`config.mk`:
```
export PLATFORM = sky130hd
export DESIGN_NAME = fifo_uart_tx
export DESIGN_NICKNAME = d
export VERILOG_FILES = /design/src/rtl/fifo_uart_pkg.sv /design/src/rtl/fifo_uart_tx_baud_tick_gen.sv /design/src/rtl/fifo_uart_tx.sv
export SDC_FILE = /design/constraint.sdc
export NUM_CORES = 1
export LEC_CHECK = 0
export CORE_MARGIN = 2
export CORE_UTILIZATION = 45
export DETAILED_ROUTE_END_ITERATION = 7
export GPL_ROUTABILITY_DRIVEN = 0
export PLACE_DENSITY = 0.64
export SKIP_LAST_GASP = 1
export SLEW_MARGIN = 10
export SYNTH_ARGS = -nofsm -noshare
export SYNTH_HDL_FRONTEND = slang
export SYNTH_SLANG_ARGS = --single-unit
```
`constraint.sdc`:
```
create_clock -name clk -period 6.5 [get_ports clk]
set_clock_uncertainty 0.05 [all_clocks]
set_input_delay 1.3 -clock clk [delete_from_list [all_inputs] [get_ports clk]]
set_output_delay 1.3 -clock clk [all_outputs]
set_load 0.01 [all_outputs]
```
`src/rtl/fifo_uart_pkg.sv`:
```
`default_nettype none
// ============================================================================
//  Module      : fifo_uart_pkg
//  Description : Shared definitions for the FIFO-fed UART blocks. Holds the
//                FSM state encoding, the oversampling ratio and helpers that
//                derive the baud divider, so a companion RX block can reuse
//                exactly the same constants.
//  Revision    : 1.0 - initial release
// ============================================================================
package fifo_uart_pkg;

    // Ticks per serial bit (16x oversampling).
    localparam int OVERSAMPLE = 16;

    // Datapath / counter widths.
    localparam int DATA_W     = 8;
    localparam int TICK_CNT_W = 4;
    localparam int BIT_IDX_W  = 3;

    // Frame FSM encoding, shared with the receive side.
    typedef enum logic [1:0] {
        ST_IDLE  = 2'd0,
        ST_START = 2'd1,
        ST_DATA  = 2'd2,
        ST_STOP  = 2'd3
    } uart_state_t;

    // Clocks per oversampling tick (integer division, truncating).
    function automatic int calc_div(input int clk_freq, input int baud);
        return clk_freq / (baud * OVERSAMPLE);
    endfunction

    // Counter width able to hold 0..n-1; never narrower than one bit.
    function automatic int cnt_width(input int n);
        return (n > 1) ? $clog2(n) : 1;
    endfunction

endpackage : fifo_uart_pkg
`default_nettype wire

```
`src/rtl/fifo_uart_tx_baud_tick_gen.sv`:
```
`default_nettype none
// ============================================================================
//  Module      : baud_tick_gen
//  Description : Oversampling tick generator. Emits a single-clock tick every
//                DIV = CLK_FREQ/(BAUD*16) clocks. 'clr' restarts the period so
//                the first tick lands exactly DIV clocks after the clear.
//  Revision    : 1.0 - initial release
//
//  Ports
//    clk   in   system clock, rising edge
//    rst   in   asynchronous active-high reset
//    clr   in   restart the divider (counter back to 0 on next edge)
//    tick  out  one-clock strobe, high in the last clock of each period
// ============================================================================
module baud_tick_gen
    import fifo_uart_pkg::*;
#(
    parameter int CLK_FREQ = 100_000_000,
    parameter int BAUD     = 9600
) (
    input  logic clk,
    input  logic rst,
    input  logic clr,
    output logic tick
);

    // A divider below one would be meaningless; clamp so the block then
    // ticks every clock instead of never.
    localparam int DIV_RAW = calc_div(CLK_FREQ, BAUD);
    localparam int DIV     = (DIV_RAW < 1) ? 1 : DIV_RAW;
    localparam int CNT_W   = cnt_width(DIV);

    localparam logic [CNT_W-1:0] CNT_LAST = CNT_W'(DIV - 1);
    localparam logic [CNT_W-1:0] CNT_ONE  = CNT_W'(1);

    logic [CNT_W-1:0] cnt_q;
    logic [CNT_W-1:0] cnt_d;

    assign tick = (cnt_q == CNT_LAST);

    always_comb begin
        cnt_d = cnt_q + CNT_ONE;
        if (clr || tick) begin
            cnt_d = '0;
        end
    end

    always_ff @(posedge clk or posedge rst) begin
        if (rst) begin
            cnt_q <= '0;
        end else begin
            cnt_q <= cnt_d;
        end
    end

endmodule : baud_tick_gen
`default_nettype wire

```
`src/rtl/fifo_uart_tx.sv`:
```
`default_nettype none
// ============================================================================
//  Module      : fifo_uart_tx
//  Description : 8N1 UART transmitter fed from a first-word-fall-through FIFO.
//                In IDLE it pops one byte whenever the FIFO is non-empty,
//                latches it and sends start bit, 8 data bits (LSB first) and
//                a stop bit, each lasting 16 oversampling ticks.
//  Revision    : 1.0 - initial release
//
//  Ports
//    clk         in   system clock, rising edge
//    rst         in   asynchronous active-high reset
//    fifo_empty  in   upstream FIFO empty flag
//    fifo_rdata  in   [7:0] FIFO head word, valid while fifo_empty=0
//    fifo_pop    out  one-clock pop strobe to the FIFO
//    tx          out  serial line, idle high, registered
//    tx_busy     out  high whenever a frame is in progress
// ============================================================================
module fifo_uart_tx
    import fifo_uart_pkg::*;
#(
    parameter int CLK_FREQ = 100_000_000,
    parameter int BAUD     = 9600
) (
    input  logic              clk,
    input  logic              rst,
    input  logic              fifo_empty,
    input  logic [DATA_W-1:0] fifo_rdata,
    output logic              fifo_pop,
    output logic              tx,
    output logic              tx_busy
);

    localparam logic [TICK_CNT_W-1:0] TICK_LAST = TICK_CNT_W'(OVERSAMPLE - 1);
    localparam logic [TICK_CNT_W-1:0] TICK_ONE  = TICK_CNT_W'(1);
    localparam logic [BIT_IDX_W-1:0]  IDX_LAST  = BIT_IDX_W'(DATA_W - 1);
    localparam logic [BIT_IDX_W-1:0]  IDX_ONE   = BIT_IDX_W'(1);

    uart_state_t           state_q,    state_d;
    logic [TICK_CNT_W-1:0] tick_cnt_q, tick_cnt_d;
    logic [BIT_IDX_W-1:0]  bit_idx_q,  bit_idx_d;
    logic [DATA_W-1:0]     shift_q,    shift_d;
    logic                  tx_q,       tx_d;

    logic tick;
    logic bit_end;
    logic pop_req;

    // ------------------------------------------------------------------------
    // Oversampling tick source; restarted on every pop so the start bit is
    // exactly 16 full tick periods long.
    // ------------------------------------------------------------------------
    baud_tick_gen #(
        .CLK_FREQ (CLK_FREQ),
        .BAUD     (BAUD)
    ) u_baud_tick_gen (
        .clk  (clk),
        .rst  (rst),
        .clr  (pop_req),
        .tick (tick)
    );

    // Last tick of the current bit period.
    assign bit_end = tick && (tick_cnt_q == TICK_LAST);

    // ------------------------------------------------------------------------
    // Next-state logic
    // ------------------------------------------------------------------------
    always_comb begin
        state_d    = state_q;
        tick_cnt_d = tick_cnt_q;
        bit_idx_d  = bit_idx_q;
        shift_d    = shift_q;
        pop_req    = 1'b0;

        // Tick count advances on every tick outside IDLE and wraps 15->0
        // on its own at the end of each bit.
        if ((state_q != ST_IDLE) && tick) begin
            tick_cnt_d = tick_cnt_q + TICK_ONE;
        end

        unique case (state_q)
            ST_IDLE: begin
                if (!fifo_empty) begin
                    pop_req    = 1'b1;
                    shift_d    = fifo_rdata;
                    tick_cnt_d = '0;
                    bit_idx_d  = '0;
                    state_d    = ST_START;
                end
            end
            ST_START: begin
                if (bit_end) begin
                    bit_idx_d = '0;
                    state_d   = ST_DATA;
                end
            end
            ST_DATA: begin
                if (bit_end) begin
                    if (bit_idx_q == IDX_LAST) begin
                        state_d = ST_STOP;
                    end else begin
                        bit_idx_d = bit_idx_q + IDX_ONE;
                    end
                end
            end
            ST_STOP: begin
                if (bit_end) begin
                    state_d = ST_IDLE;
                end
            end
            default: begin
                state_d = ST_IDLE;
            end
        endcase

        // Line level is computed from the upcoming state so the registered
        // tx changes on the same edge as the FSM.
        unique case (state_d)
            ST_START: tx_d = 1'b0;
            ST_DATA:  tx_d = shift_d[bit_idx_d];
            default:  tx_d = 1'b1;
        endcase
    end

    // ------------------------------------------------------------------------
    // State registers
    // ------------------------------------------------------------------------
    always_ff @(posedge clk or posedge rst) begin
        if (rst) begin
            state_q    <= ST_IDLE;
            tick_cnt_q <= '0;
            bit_idx_q  <= '0;
            shift_q    <= '0;
            tx_q       <= 1'b1;
        end else begin
            state_q    <= state_d;
            tick_cnt_q <= tick_cnt_d;
            bit_idx_q  <= bit_idx_d;
            shift_q    <= shift_d;
            tx_q       <= tx_d;
        end
    end

    // ------------------------------------------------------------------------
    // Outputs
    // ------------------------------------------------------------------------
    assign tx      = tx_q;
    assign tx_busy = (state_q != ST_IDLE);
    // The FSM sits in IDLE during reset; gating keeps a non-empty FIFO from
    // seeing a pop strobe while reset is held.
    assign fifo_pop = pop_req && !rst;

endmodule : fifo_uart_tx
`default_nettype wire

```
==> results.py <==
metrics = {
    "sta": {
        "tightest_slew_ns": 1.03,
        "fin_hold_ws_ns": 0.436,
        "setup_viol": 0,
        "hold_viol": 0,
        "layout_min_cycle_time_ns": 4.31,
        "min_period_over_period_pct": 66.3,
        "grt_setup_unrepaired": "false",
        "timing.fmax_ghz": 0.232,
        "setup_tns_ns": 0,
        "finalMaxSlewViolations": 0,
        "slew_headroom_pct": 31.2,
    },
    "power": {
        "p_leak_nw": 0.751,
        "p_seq_share_pct": 67.5,
        "ir_drop_mv": 0.106,
        "power_density_nw_per_um2": 164,
        "p_switching_uw": 56.0,
        "clkPwrFrac_pct": 26.8,
        "internal-power_uw": 209,
        "total_power_uw": 265,
        "power_switching_share_pct": 21.1,
        "comb_power_share_pct": 5.7,
    },
    "placed_design": {
        "place.port_buffers": 13,
        "hpwl_mm": 1.94,
        "place_area_um2": 1590,
    },
    "setup_path": {
        "worstSetupPathType": "in2out",
        "end_kind": "output port",
        "regToRegEndpoint": "tx",
        "arrival_ns": 2.96,
        "r2r_start": "u_baud_tick_gen.cnt_q[0]",
        "cp.required_ns": 5.15,
        "start_kind": "input port",
        "ff2ff_path_depth": 9,
        "crit_fanout": 11,
        "rrSetupSlack_ns": 3.33,
    },
    "clocking": {
        "cts_max_level": 1,
        "clk_pin_slew_ns": 0.14,
        "worstSkewPairLatency_ns": 0.31,
        "cts_resized": 0,
        "cts_tree": "yes",
        "postCtsSetupBuffers": 0,
        "cts_buffer_depth": 2,
        "postCtsHoldBufs": 0,
        "numCtsBuffers": 3,
        "cts.sinks": 28,
        "cts_root_buffer": "clkbuf_4",
    },
    "synthesis": {
        "syn_area_um2": 1430,
        "synth_top_family_by_area": "simple AND/OR/NAND/NOR gates",
        "synth_most_common_cell": "nand2_1",
        "async_flop_share_pct": 100,
        "ys_seq_area_share_pct": 49.2,
        "synth.distinct_cells": 33,
        "synth_fa_ha_area_share_pct": 3.51,
        "ys_warn_count": 0,
        "synth_nets": 163,
        "synth_seq_cells": 28,
        "synth_simple_gate_area_share_pct": 25.3,
        "netlist.top_cell.by_area": "dfrtp_1",
        "muxShareOfSynthArea_pct": 3.86,
        "synth_area_per_cell_um2": 9.65,
        "synth_compound_area_share_pct": 7.98,
        "yosysTopAreaCellShare_pct": 47.3,
        "synthCells": 148,
        "synth.area.top_cells": "dfrtp_1 (47%), nand2_1 (8.7%), xor2_1 (4.9%)",
        "ys.flop_type": "dfrtp_1",
        "synth_edf_count": 0,
        "synth_common_cells": "nand2_1 (33), dfrtp_1 (27), nor2_1 (17), nand3_1 (8), xor2_1 (8)",
        "synth_xor_area_share_pct": 6.75,
    },
    "worst_hold_path": {
        "whs_path_depth": 2,
        "hold_end": "shift_q[7]",
        "hold_class": "reg2reg",
        "min-delay-start": "shift_q[7]",
    },
    "route": {
        "routed_wirelength_mm": 2.58,
        "drt_iter0_drc": 44,
        "vias": 1066,
        "firstDrtPassIters": 4,
        "wire_per_inst_um": 12.6,
        "drc": 0,
        "ant_nets": 0,
        "via_per_inst": 5.20,
    },
    "grt": {
        "grt_antenna_before_repair": 0,
        "grtUsageTotal_pct": 16.9,
        "first_global_vias": 1069,
        "grt_pass1_wl_mm": 4.59,
        "overflow": 0,
        "grt_max_degree": 29,
    },
    "floorplanning": {
        "fp-row-count": 20,
        "ios": 14,
        "core_area_um2": 3030,
        "die_y_um": 60.3,
        "die-width_um": 60.3,
        "die-area_um2": 3640,
        "start_util_pct": 47.1,
    },
    "finish": {
        "areaGrowthSynthToFinish_pct": 13.2,
        "drive_gt1_share_pct": 7.45,
        "fillers": 301,
        "nets": 177,
        "diodes": 0,
        "finalInstanceArea_um2": 1620,
    },
    "job": {
        "drv_cap": 0,
    },
    "status": {
        "status": "finished clean",
    },
}
[layout make-up]
type / instances / area [um^2] / share of cell area [%]
Inverter: 7 / 26.3 / 1.63
Tap cell: 44 / 55.1 / 3.41
Clock buffer: 4 / 26.3 / 1.63
Timing Repair Buffer: 13 / 130 / 8.05
Sequential cell: 28 / 702 / 43.4
Multi-Input combinational cell: 109 / 677 / 41.9
[through the flow]
| step | instances | utilization (%) | setup WS (ns) |
|---|---|---|---|
| after floorplan | 148 | - | 3.15 |
| after global placement | 201 | 52.5 | 2.23 |
| after detailed placement | 201 | 52.5 | 2.19 |
| after CTS | 205 | 53.4 | 2.17 |
| after global routing | 205 | 53.4 | 2.08 |
| final | 205 | 53.4 | 2.19 |
[flip-flops by register name (all words and copies together), names as in the netlist]
name / count
tick_cnt_q: 4
tx: 1
shift_q: 8
state_q: 2
bit_idx_q: 3
u_baud_tick_gen.cnt_q: 10
[power groups by stage]
stage | clock, mW | sequential (mW) | combinational [mW]
final | 0.0711 | 0.179 | 0.0152
after global placement | 0 | 0.182 | 0.0152
after floorplan | 0 | 0.182 | 0.00736
after detailed placement | 0 | 0.182 | 0.0156
after global routing | 0.0820 | 0.180 | 0.0175
after CTS | 0.0746 | 0.179 | 0.0157
[routing by layer]
metal | routed length, um | up-vias | GRT usage, % | share of wire (%)
met5 | 0 | - | 0 | 0
met3 | 71 | 2 | 2.16 | 2.8
met4 | 21 | 0 | 7.62 | 0.82
met1 | 1160 | 528 | 21.3 | 45
li1 | - | 524 | - | -
met2 | 1320 | 12 | 29.0 | 51
[layout by cell type (no fill, tap or decap), drive strengths merged, types with 2 or more instances in the layout]
master	netlist	final
nor2b	3	3
clkdlybuf4s50	0	13
nand2b	2	2
inv	7	7
nor2	17	17
nand3	8	8
and3	2	2
dfrtp	27	27
a41oi	2	2
mux2i	4	4
clkbuf	3	4
xor2	8	8
o21ai	4	4
ha	4	4
nand2	33	33
or3	4	4
xnor2	3	3
[cells by family (layout without fill, tap and decap cells)]
kind of cell / Yosys count / count (layout)
simple gates: 75 / 75
mux: 5 / 5
compound gates: 14 / 14
fa+ha+maj: 4 / 4
flops: 28 / 28
xor+xnor: 11 / 11
buf+inv: 11 / 24
[worst max path at each step]
| stage | end | startpoint |
|---|---|---|
| final | fifo_pop | fifo_empty |
| after global routing | fifo_pop | fifo_empty |
| after CTS | fifo_pop | fifo_empty |
| after detailed placement | fifo_pop | fifo_empty |
| after global placement | fifo_pop | fifo_empty |
| after floorplan | fifo_pop | fifo_empty |
[worst max-delay path, cell delays in order]
cell and delay [ns]:
clkdlybuf4s50_1 0.46, or3_1 0.51, nor2_1 0.15, clkdlybuf4s50_1 0.55
Power figures use the tool's default switching activity.
